File: config.mk
export PLATFORM = sky130hd
export DESIGN_NAME = bdl_desc_bank
export DESIGN_NICKNAME = d
export VERILOG_FILES = /design/src/rtl/bdl_desc_bank.sv
export SDC_FILE = /design/constraint.sdc
export NUM_CORES = 1
export LEC_CHECK = 0
export ABC_CLOCK_PERIOD_IN_PS = 2750
export BUFFER_PORTS_ARGS = -buffer_cell sky130_fd_sc_hd__buf_4
export CORE_ASPECT_RATIO = 0.9
export CORE_MARGIN = 2
export CORE_UTILIZATION = 61
export DETAILED_ROUTE_END_ITERATION = 7
export GPL_TIMING_DRIVEN = 1
export PLACE_DENSITY = 0.8
export SKIP_CTS_REPAIR_TIMING = 1
export SLEW_MARGIN = 20
export SYNTH_ARGS = -nofsm -noshare
export SYNTH_HDL_FRONTEND = slang
export SYNTH_SLANG_ARGS = --single-unit
File: constraint.sdc
create_clock -name clk -period 2.75 [get_ports clk]
set_input_delay 0.4125 -clock clk [delete_from_list [all_inputs] [get_ports clk]]
set_output_delay 0.4125 -clock clk [all_outputs]
set_load 0.1 [all_outputs]
File: src/rtl/bdl_desc_bank.sv
// Per-channel DELQA descriptor bank: word-serial load, status writeback, release. No backpressure; illegal strobes are dropped and flagged on ld_err.
// Read is combinational by default; define BDL_RDREG_EN for a registered 1-cycle read.
module bdl_desc_bank #(
    parameter int CH  = 2,
    parameter int DW  = 16,
    parameter int NUM = 6
) (
    input  logic          clk,
    input  logic          rst_n,
    input  logic          ld_start,
    input  logic [1:0]    ld_ch,
    input  logic          ld_we,
    input  logic [DW-1:0] ld_data,
    output logic          ld_err,
    input  logic          st_we,
    input  logic [1:0]    st_ch,
    input  logic          st_sel,
    input  logic [DW-1:0] st_data,
    input  logic [CH-1:0] rel,
    input  logic [1:0]    rd_ch,
    input  logic [2:0]    rd_addr,
    output logic [DW-1:0] rd_data,
    output logic [CH-1:0] desc_vld,
    output logic [CH-1:0] desc_chain,
    output logic [CH-1:0] busy
);

    typedef enum logic [1:0] {S_EMPTY, S_LOAD, S_FULL} state_t;

    state_t        state_q [CH];
    state_t        state_d [CH];
    logic [2:0]    ptr_q   [CH];
    logic [2:0]    ptr_d   [CH];
    logic [DW-1:0] mem_q   [CH][NUM];
    logic [CH-1:0] wr_en;
    logic [2:0]    wr_idx  [CH];
    logic [DW-1:0] wr_dat  [CH];
    logic          ld_err_q, ld_err_d;
    logic          ld_ch_ok, st_ch_ok;
    logic [DW-1:0] rd_mux;

    assign ld_ch_ok = int'(ld_ch) < CH;
    assign st_ch_ok = int'(st_ch) < CH;

    always_comb begin
        ld_err_d = ((ld_start || ld_we) && !ld_ch_ok) || (st_we && !st_ch_ok);
        for (int c = 0; c < CH; c++) begin
            logic ld_hit, st_hit;
            ld_hit     = ld_ch_ok && (int'(ld_ch) == c);
            st_hit     = st_ch_ok && (int'(st_ch) == c) && st_we;
            state_d[c] = state_q[c];
            ptr_d[c]   = ptr_q[c];
            wr_en[c]   = 1'b0;
            wr_idx[c]  = ptr_q[c];
            wr_dat[c]  = ld_data;
            // A release swallows every other same-channel event without flagging it.
            if (rel[c]) begin
                state_d[c] = S_EMPTY;
            end else begin
                case (state_q[c])
                    S_EMPTY: begin
                        if (ld_hit && ld_we) begin
                            ld_err_d = 1'b1;
                        end else if (ld_hit && ld_start) begin
                            state_d[c] = S_LOAD;
                            ptr_d[c]   = 3'd0;
                        end
                    end
                    S_LOAD: begin
                        if (ld_hit && ld_start) begin
                            ptr_d[c] = 3'd0;
                            if (ld_we) ld_err_d = 1'b1;
                        end else if (ld_hit && ld_we) begin
                            wr_en[c] = 1'b1;
                            ptr_d[c] = ptr_q[c] + 3'd1;
                            if (ptr_q[c] == 3'(NUM - 1)) state_d[c] = S_FULL;
                        end
                    end
                    S_FULL: begin
                        if (ld_hit && (ld_start || ld_we)) ld_err_d = 1'b1;
                        if (st_hit) begin
                            wr_en[c]  = 1'b1;
                            wr_idx[c] = 3'(NUM - 2) + {2'b00, st_sel};
                            wr_dat[c] = st_data;
                        end
                    end
                    default: state_d[c] = S_EMPTY;
                endcase
            end
        end
    end

    always_ff @(posedge clk or negedge rst_n) begin
        if (!rst_n) begin
            ld_err_q <= 1'b0;
            for (int c = 0; c < CH; c++) begin
                state_q[c] <= S_EMPTY;
                ptr_q[c]   <= 3'd0;
                for (int w = 0; w < NUM; w++) mem_q[c][w] <= (w == 0) ? '1 : '0;
            end
        end else begin
            ld_err_q <= ld_err_d;
            for (int c = 0; c < CH; c++) begin
                state_q[c] <= state_d[c];
                ptr_q[c]   <= ptr_d[c];
                if (rel[c] && state_q[c] != S_EMPTY) begin
                    mem_q[c][0] <= '1;
                end else begin
                    for (int w = 0; w < NUM; w++) begin
                        if (wr_en[c] && wr_idx[c] == 3'(w)) mem_q[c][w] <= wr_dat[c];
                    end
                end
            end
        end
    end

    always_comb begin
        rd_mux = '0;
        for (int c = 0; c < CH; c++) begin
            busy[c]       = (state_q[c] == S_LOAD);
            desc_vld[c]   = (state_q[c] == S_FULL) && mem_q[c][1][15];
            desc_chain[c] = (state_q[c] == S_FULL) && mem_q[c][1][15] && mem_q[c][1][14];
            for (int w = 0; w < NUM; w++) begin
                if (rd_ch == 2'(c) && rd_addr == 3'(w)) rd_mux = mem_q[c][w];
            end
        end
    end

    assign ld_err = ld_err_q;

`ifdef BDL_RDREG_EN
    logic [DW-1:0] rd_q;
    always_ff @(posedge clk or negedge rst_n) begin
        if (!rst_n) rd_q <= '0;
        else        rd_q <= rd_mux;
    end
    assign rd_data = rd_q;
`else
    assign rd_data = rd_mux;
`endif

endmodule

==> impl_metrics.toml, run 1 <==
[critical_path]
startpoint_type = "input pin"
crit_top_cell = "buf_4"
cpPeakStageDelay_ns = 0.75
worstPathRequired_ns = 2.34
crit_arrival_ns = 2.23
cp_slowest_cell = "or4b_2"
setup.worst_path.class = "input pin to primary output"
path_cells = "buf_4 -> or4b_2 -> a311oi_1 -> a31oi_1 -> nand4_1 -> o21ai_2 -> buf_4"
worst_setup_path_end_kind = "primary output"
critPathBufInv = 2
worst-path-max-fanout = 22
crit_family = "simple AND/OR/NAND/NOR gates"

[placement]
hpwl_um = 20600
port_buffers = 71
detailedPlace.worstSlack_ns = 0.146
gp_congestion = 0.897

[synthesis]
synth_fp_nets = 1148
avgSynthCellArea_um2 = 10.1
ys_types = 71
yosys.area_share.simple = 0.148
ys_seq_elements = 203
synthArstFlopShare = 1.00
synth_top_family_by_area = "multiplexers"
synth-compound-area-share = 0.154
synth-adder-area-share = 0.0159
synth_ff_type = "dfrtp_1"
yosys_warnings = 0
syn_inst = 1085
ys_seq_area_frac = 0.465
synth_xor_area_frac = 0.000796
syn-cell-area_mm2 = 0.0110
synthMuxAreaShare = 0.164
synth_edf_count = 0

[global_route]
grt_busiest_layer = "met2"
grt_pass1_wl_um = 47800
antenna_found_initial = 0
grtUsageTotal = 0.310
grt_use_met3 = 0.0507
grt-ovfl-total = 0
met2_usage = 0.509
grt_pass1_vias = 9031
grtUsageMet1 = 0.408
grt_max_degree = 76

[floorplan]
dieArea_mm2 = 0.0191
core_area_mm2 = 0.0177
start_util = 0.623
die_h_um = 131
rows = 46
ios = 72
die_x_um = 146

[power]
power_frac_clock = 0.378
power_leakage_nw = 5.82
combinationalPowerShare = 0.174
power_density_mw_per_mm2 = 595
switching_power_mw = 2.19
power_frac_seq = 0.447
p_int_mw = 5.39
peakVddDrop_mv = 0.511
swShare = 0.289

[sta]
final-hold-violation-count = 0
rsz0062_at_grt = "no"
maxSlewHeadroom = 0.403
fmax_mhz = 378
finalClockSkew_ns = 0.0161
slew_violations = 0
setup_slack_ns = 0.105
post-route-min-period_ns = 2.65
final_min_period_over_clock_period = 0.962
setup_viol = 0
tightest_slew_ns = 0.896

[cts]
clock_path_buffers = 3
path_clk_slew_ns = 0.06
h-tree-depth = 1
clock_latency_ns = 0.50
cts_root_buffer = "clkbuf_16"
cts_buffers = 21
clock_sinks = 203
cts_tree = "yes"

[route]
num_vias = 9031
drc_errors = 0
dr.first_iter.drc_count = 959
antenna_left = 0
dr.pass1.iters = 7
wl_per_cell_um = 20.9
routed_via_density = 6.36
routed_wl_um = 29600

[final_layout]
nets = 1228
diodes = 0
syn_to_final_growth_pct = 15.9
post-route-util = 0.721
drive_gt1_frac = 0.279

[run]
maxCapViolations = 0

[min_path]
hp-class = "input pin to flip-flop"

[status]
status = "finished clean"
[cell usage in the layout, fill, tap and decap left out, types with 7 or more instances in the layout]
master	count
dfrtp_1	171
or2_2	10
o21ai_0	57
nor3_1	29
buf_4	128
inv_1	53
o21ai_1	27
o211ai_1	14
ha_1	12
o22ai_1	7
a31oi_1	22
clkbuf_8	8
nand2b_1	22
nor2b_1	27
o32ai_1	7
clkbuf_16	21
nand4_1	10
nand3_1	14
nand2_1	90
nor2_1	55
a211o_1	7
mux2_2	86
a2bb2oi_1	7
or3_1	9
dfstp_2	32
a221o_1	8
a21oi_1	52
mux2i_1	75
[flip-flops by register name, indices dropped and copies added (netlist names)]
name	count
state_q	4
mem_q	192
ptr_q	6
ld_err	1
[metrics by stage]
stage / TNS [ns] / hold slack, ns / cells / power [mW] / area, um^2
floorplan: -2.81 / 0.117 / 1085 / 4.30 / 11100
global placement: 0 / 0.457 / 1381 / 4.71 / 12000
detailed placement: 0 / 0.471 / 1381 / 4.74 / 12000
CTS: 0 / -0.0394 / 1418 / 7.59 / 12700
global route: 0 / 0.150 / 1419 / 7.87 / 12700
finish: 0 / 0.148 / 1419 / 7.58 / 12700
[final timing paths]
kind,startpoint,endpoint,slack [ns],cells past startpoint
max,rd_addr[1],rd_data[1],0.10,7
min,rel[0],state_q[3],0.15,2
max reg2reg,state_q[0],mem_q[11],0.26,7
min reg2reg,mem_q[60],mem_q[60],0.49,2
max in group asynchronous,rst_n,mem_q[95],1.35,3
min in group asynchronous,rst_n,mem_q[167],0.51,2
[cells by family after synthesis]
family          after synthesis
simple gates                309
compound gates              262
flops                       203
mux                         167
buf+inv                     129
fa+ha+maj                    14
xor+xnor                      1
[per-layer routing]
| layer | share of wire | vias up | wire length [um] |
|---|---|---|---|
| li1 | - | 4081 | - |
| met1 | 0.40 | 4442 | 11900 |
| met2 | 0.48 | 412 | 14200 |
| met3 | 0.072 | 96 | 2120 |
| met4 | 0.048 | 0 | 1420 |
| met5 | 0 | - | 0 |
[cell usage after synthesis, drive strengths merged (7+ instances only)]
master | instances | area share
nor2b | 28 | 0.016
a2bb2oi | 7 | 0.0056
dfstp | 32 | 0.076
o22ai | 8 | 0.0051
a21oi | 52 | 0.024
a221o | 8 | 0.0073
ha | 14 | 0.016
nor2 | 59 | 0.020
mux2i | 75 | 0.068
nor4 | 8 | 0.0078
o32ai | 7 | 0.0056
buf | 41 | 0.021
or2 | 11 | 0.0063
dfrtp | 171 | 0.39
nand4 | 10 | 0.0057
o21ai | 90 | 0.041
nand2b | 22 | 0.013
nand2 | 90 | 0.031
nor3 | 30 | 0.014
or3 | 9 | 0.0051
a211o | 7 | 0.0056
clkbuf | 35 | 0.012
nand3 | 14 | 0.0064
o211ai | 14 | 0.0096
a31oi | 22 | 0.013
mux2 | 92 | 0.096
inv | 53 | 0.018
[cell type report]
type | count | area, um^2
Multi-Input combinational cell | 753 | 5390
Sequential cell | 203 | 5120
Fill cell | 1351 | 4920
Timing Repair Buffer | 133 | 1040
Clock buffer | 32 | 637
Tap cell | 240 | 300
Inverter | 53 | 199
Clock inverter | 5 | 56.3
[power groups by stage]
stage	Clock, mW	Combinational, mW	Sequential, mW
2_1_floorplan	0	0.876	3.42
3_3_place_gp	0	1.27	3.43
3_5_place_dp	0	1.31	3.44
4_1_cts	2.89	1.31	3.39
5_1_grt	3.03	1.43	3.41
6_report	2.87	1.32	3.39
Note: power is estimated with default switching activity, not from simulation.
==> run 2: changes to the inputs <==
- BUFFER_PORTS_ARGS: -buffer_cell sky130_fd_sc_hd__buf_4 -> -buffer_cell sky130_fd_sc_hd__buf_2
- CTS_CLUSTER_SIZE: not set -> 20
==> run 2 against run 1 <==
  * Count of clock-buffer cells in the layout grew 1
  * Clock skew shrank 0.011 ns
  * Register-to-register slack lost 0.08 ns
  * Worst hold slack gained 0.061 ns
  * Critical path depth grew 1
  * Final cell count grew 0.14%
  * Final area grew 0.43%
  * Total power shrank 1.3%
  * Critical path type unchanged
==> impl_metrics.toml, run 2 (synthesis gave the netlist of run 1 again) <==
[sta]
final_min_period_over_clock_period = 0.954
finalClockSkew_ns = 0.00484
setup_slack_ns = 0.125
maxSlewHeadroom = 0.339
holdWs_ns = 0.208
fmax_mhz = 381
tightest_slew_ns = 0.992
setup_tns_ns = 0
final-hold-violation-count = 0
slew_violations = 0
rsz0062_at_grt = "no"
post-route-min-period_ns = 2.62
setup_viol = 0

[critical_path]
worst_setup_path_end_kind = "primary output"
setup.worst_path.class = "input pin to primary output"
startpoint_type = "input pin"
worstReg2RegEnd = "mem_q[13]"
cp_slowest_cell = "a221o_1"
rrSetupSlack_ns = 0.18
reg2reg_depth = 7
cp-startpoint = "rd_addr[1]"
r2r-start = "state_q[0]"
crit_top_cell = "o211ai_1"
worst-path-max-fanout = 22
path_cells = "buf_2 -> buf_4 -> nor2b_1 -> a211o_1 -> a221o_1 -> o211ai_1 -> o211ai_1 -> buf_12"
worstPathRequired_ns = 2.34
crit_arrival_ns = 2.21
endpoint = "rd_data[15]"
cpPeakStageDelay_ns = 0.35

[placement]
detailedPlace.worstSlack_ns = 0.194
gp_congestion = 0.937
port_buffers = 71
hpwl_um = 20900
placedCellCount = 1383
place_area_mm2 = 0.0121

[global_route]
grt_pass1_vias = 9272
grt_max_degree = 65
antenna_found_initial = 0
grt-ovfl-total = 0
grtUsageTotal = 0.315
grt_pass1_wl_um = 48500

[final_layout]
diodes = 0
nets = 1230
final_cell_mix = "171 x dfrtp_1, 90 x nand2_1, 86 x mux2_2"
post-route-util = 0.725
layout_top_registers = "mem_q x192, ptr_q x6, state_q x4"
stdcell_count = 1421
multi_input_area_mm2 = 0.00539
largest_reg_flops = 192
drive_gt1_frac = 0.279
syn_to_final_growth_pct = 16.4
design_area_mm2 = 0.0128
layout_commonest_cell = "dfrtp_1"
ff_latch_area_mm2 = 0.00512
largest-register = "mem_q"
fill_cells = 1295

[route]
routed_via_density = 6.39
dr.pass1.iters = 5
dr.first_iter.drc_count = 845
num_vias = 9079
antenna_left = 0
drc_errors = 0
wl_per_cell_um = 20.8
routed_wl_um = 29500

[floorplan]
die_h_um = 131
die_x_um = 146
start_util = 0.623
core_area_mm2 = 0.0177
ios = 72
rows = 46
dieArea_mm2 = 0.0191

[cts]
clock_latency_ns = 0.50
clock_path_buffers = 3
cts_buffers = 21
path_clk_slew_ns = 0.06
h-tree-depth = 1
cts_root_buffer = "clkbuf_16"
cts_tree = "yes"
clock_sinks = 203

[power]
peakVddDrop_mv = 0.396
power_density_mw_per_mm2 = 585
total_power_mw = 7.49
power_leakage_nw = 5.83

[min_path]
hp-class = "input pin to flip-flop"

[run]
maxCapViolations = 0

[status]
status = "finished clean"
## run 2: changes by cell type in the layout (fill, tap and decap cells not counted), sizes merged
cell / before / now
clkinv: 2 / 3
bufinv: 1 / 0
inv: 54 / 53
clkbuf: 33 / 34
buf: 131 / 133
## run 2: final cells by class
class,instances,share of cell area
Multi-Input combinational cell,753,0.421
Sequential cell,203,0.400
Timing Repair Buffer,135,0.0890
Clock buffer,33,0.0493
Tap cell,240,0.0235
Inverter,53,0.0155
Clock inverter,4,0.00176
## run 2: critical path: cells and delay by family
kind	cells	cell delay [ns]
AO/OA/AOI/OAI	4	0.95
buffers and inverters	3	0.76
AND/OR/NAND/NOR	1	0.08
## run 2: worst min path at each step
stage / start / endpoint / slack [ns] / cells after the start
final: rel[0] / state_q[2] / 0.21 / 2
after global routing: rel[0] / state_q[2] / 0.24 / 2
after CTS: rst_n / mem_q[157] / -0.08 / 1
after detailed placement: rst_n / mem_q[151] / 0.44 / 1
after global placement: rst_n / mem_q[151] / 0.43 / 1
after floorplan: rst_n / ld_err / 0.12 / 0
## run 2: layer usage
metal  vias up  wire length (um)  share of wire  track usage
li1       4084                 -              -            -
met1      4509             12500           0.42        0.417
met2       389             14400           0.49        0.537
met3        97              1520          0.051       0.0333
met4         0              1150          0.039        0.119
met5         -                 0              0            0
## run 2: where the power goes
| part | switching (mW) | internal [mW] |
|---|---|---|
| clock network | 1.16 | 1.57 |
| logic | 0.869 | 0.488 |
| registers | 0.151 | 3.24 |
| total | 2.19 | 5.30 |
==> run 3: changes to the inputs <==
- RECOVER_POWER: not set -> 25
==> run 3 against run 2 <==
  * The run now ends with capacitance limit, slew limit left
  * Clock skew rose by 0.00061 ns
  * Critical path depth did not move
  * Wire length barely moved
  * Via count rose by 0.37%
  * Critical endpoint unchanged
  * Largest cell class unchanged
==> impl_metrics.toml, run 3 (synthesis gave the netlist of run 1 again) <==
[cts]
clock_path_buffers = 3
clock_sinks = 203
cts_tree = "yes"
path_clk_slew_ns = 0.06
h-tree-depth = 1
clock_latency_ns = 0.50
cts_root_buffer = "clkbuf_16"
cts_buffers = 21

[critical_path]
cp-startpoint = "rd_addr[1]"
worst_setup_path_end_kind = "primary output"
rrSetupSlack_ns = 0.18
worstPathRequired_ns = 2.34
setup.worst_path.class = "input pin to primary output"
crit_arrival_ns = 2.23
endpoint = "rd_data[15]"
crit_top_cell = "o211ai_1"
r2r-start = "state_q[0]"
worst-path-max-fanout = 22
path_cells = "buf_2 -> buf_4 -> nor2b_1 -> a211o_1 -> a221o_1 -> o211ai_1 -> o211ai_1 -> buf_12"
reg2reg_depth = 7
cp_slowest_cell = "a221o_1"
startpoint_type = "input pin"
cpPeakStageDelay_ns = 0.35
worstReg2RegEnd = "mem_q[7]"

[sta]
setup_viol = 0
final_min_period_over_clock_period = 0.960
slew_violations = 63
rsz0062_at_grt = "no"
post-route-min-period_ns = 2.64
maxSlewHeadroom = -0.0898
setup_slack_ns = 0.110
finalClockSkew_ns = 0.00545
final-hold-violation-count = 0
tightest_slew_ns = 1.63
fmax_mhz = 379

[floorplan]
dieArea_mm2 = 0.0191
die_x_um = 146
rows = 46
die_h_um = 131
core_area_mm2 = 0.0177
start_util = 0.623
ios = 72

[power]
swShare = 0.292
p_int_mw = 5.30
power_frac_clock = 0.365
combinationalPowerShare = 0.181
power_frac_seq = 0.454
peakVddDrop_mv = 0.397
power_leakage_nw = 5.83
power_density_mw_per_mm2 = 585
switching_power_mw = 2.18

[final_layout]
largest-register = "mem_q"
final_cell_mix = "171 x dfrtp_1, 90 x nand2_1, 86 x mux2_2"
design_area_mm2 = 0.0128
layout_top_registers = "mem_q x192, ptr_q x6, state_q x4"
largest_reg_flops = 192
syn_to_final_growth_pct = 16.3
nets = 1230
layout_commonest_cell = "dfrtp_1"
drive_gt1_frac = 0.279
diodes = 0

[global_route]
grt_pass1_vias = 9272
grt-ovfl-total = 0
antenna_found_initial = 0
grt_pass1_wl_um = 48500
grt_max_degree = 65
grtUsageTotal = 0.315

[route]
routed_wl_um = 29500
routed_via_density = 6.41
drc_errors = 0
dr.first_iter.drc_count = 837
antenna_left = 0
num_vias = 9113
wl_per_cell_um = 20.8
dr.pass1.iters = 7

[status]
violations = "capacitance limit, slew limit"
status = "finished with violations"

[min_path]
whs_path_depth = 2
hp-class = "input pin to flip-flop"

[placement]
gp_congestion = 0.937
hpwl_um = 20900
detailedPlace.worstSlack_ns = 0.194
port_buffers = 71
place_area_mm2 = 0.0121

[run]
maxCapViolations = 1
## run 3: changes by cell type in the layout (fill, tap and decap cells not counted)
cell	delta
clkbuf_8	-1
clkbuf_2	+1
## run 3: metrics by stage
stage / TNS (ns) / hold slack (ns) / utilization / instances / power (mW)
6_report: 0 / 0.209 / 0.724 / 1421 / 7.48
5_1_grt: 0 / 0.244 / 0.724 / 1421 / 7.75
4_1_cts: 0 / -0.0821 / 0.724 / 1420 / 7.49
3_5_place_dp: 0 / 0.442 / 0.687 / 1383 / 4.78
3_3_place_gp: 0 / 0.434 / 0.687 / 1383 / 4.74
2_1_floorplan: -2.81 / 0.117 / - / 1085 / 4.30
## run 3: worst min path at each step
stage	start	endpoint
CTS	rst_n	mem_q[157]
global route	rel[0]	state_q[2]
finish	rel[0]	state_q[2]
global placement	rst_n	mem_q[151]
floorplan	rst_n	ld_err
detailed placement	rst_n	mem_q[151]
## run 3: layer usage
layer,global-route usage,wire length [um]
met5,0,0
met4,0.119,1170
met3,0.0333,1650
met2,0.537,14400
met1,0.417,12300
## run 3: final cells by class
cell class,count,area [um^2]
multi-input combinational,753,5390
sequential,203,5120
fill,1296,4880
timing repair buffer,135,1130
clock buffer,33,631
tap,240,300
inverter,53,199
clock inverter,4,22.5
## run 3: power by group through the flow
| stage | Combinational (mW) | Sequential (mW) | Clock (mW) |
|---|---|---|---|
| after floorplan | 0.876 | 3.42 | 0 |
| after global placement | 1.31 | 3.43 | 0 |
| after detailed placement | 1.34 | 3.44 | 0 |
| after CTS | 1.35 | 3.39 | 2.75 |
| after global routing | 1.46 | 3.42 | 2.87 |
| final | 1.36 | 3.40 | 2.73 |
## run 3: worst max-delay path: cells and delay by family
family | cells | cell delay, ns
AO/OA/AOI/OAI | 4 | 0.95
buffers and inverters | 3 | 0.76
AND/OR/NAND/NOR | 1 | 0.08
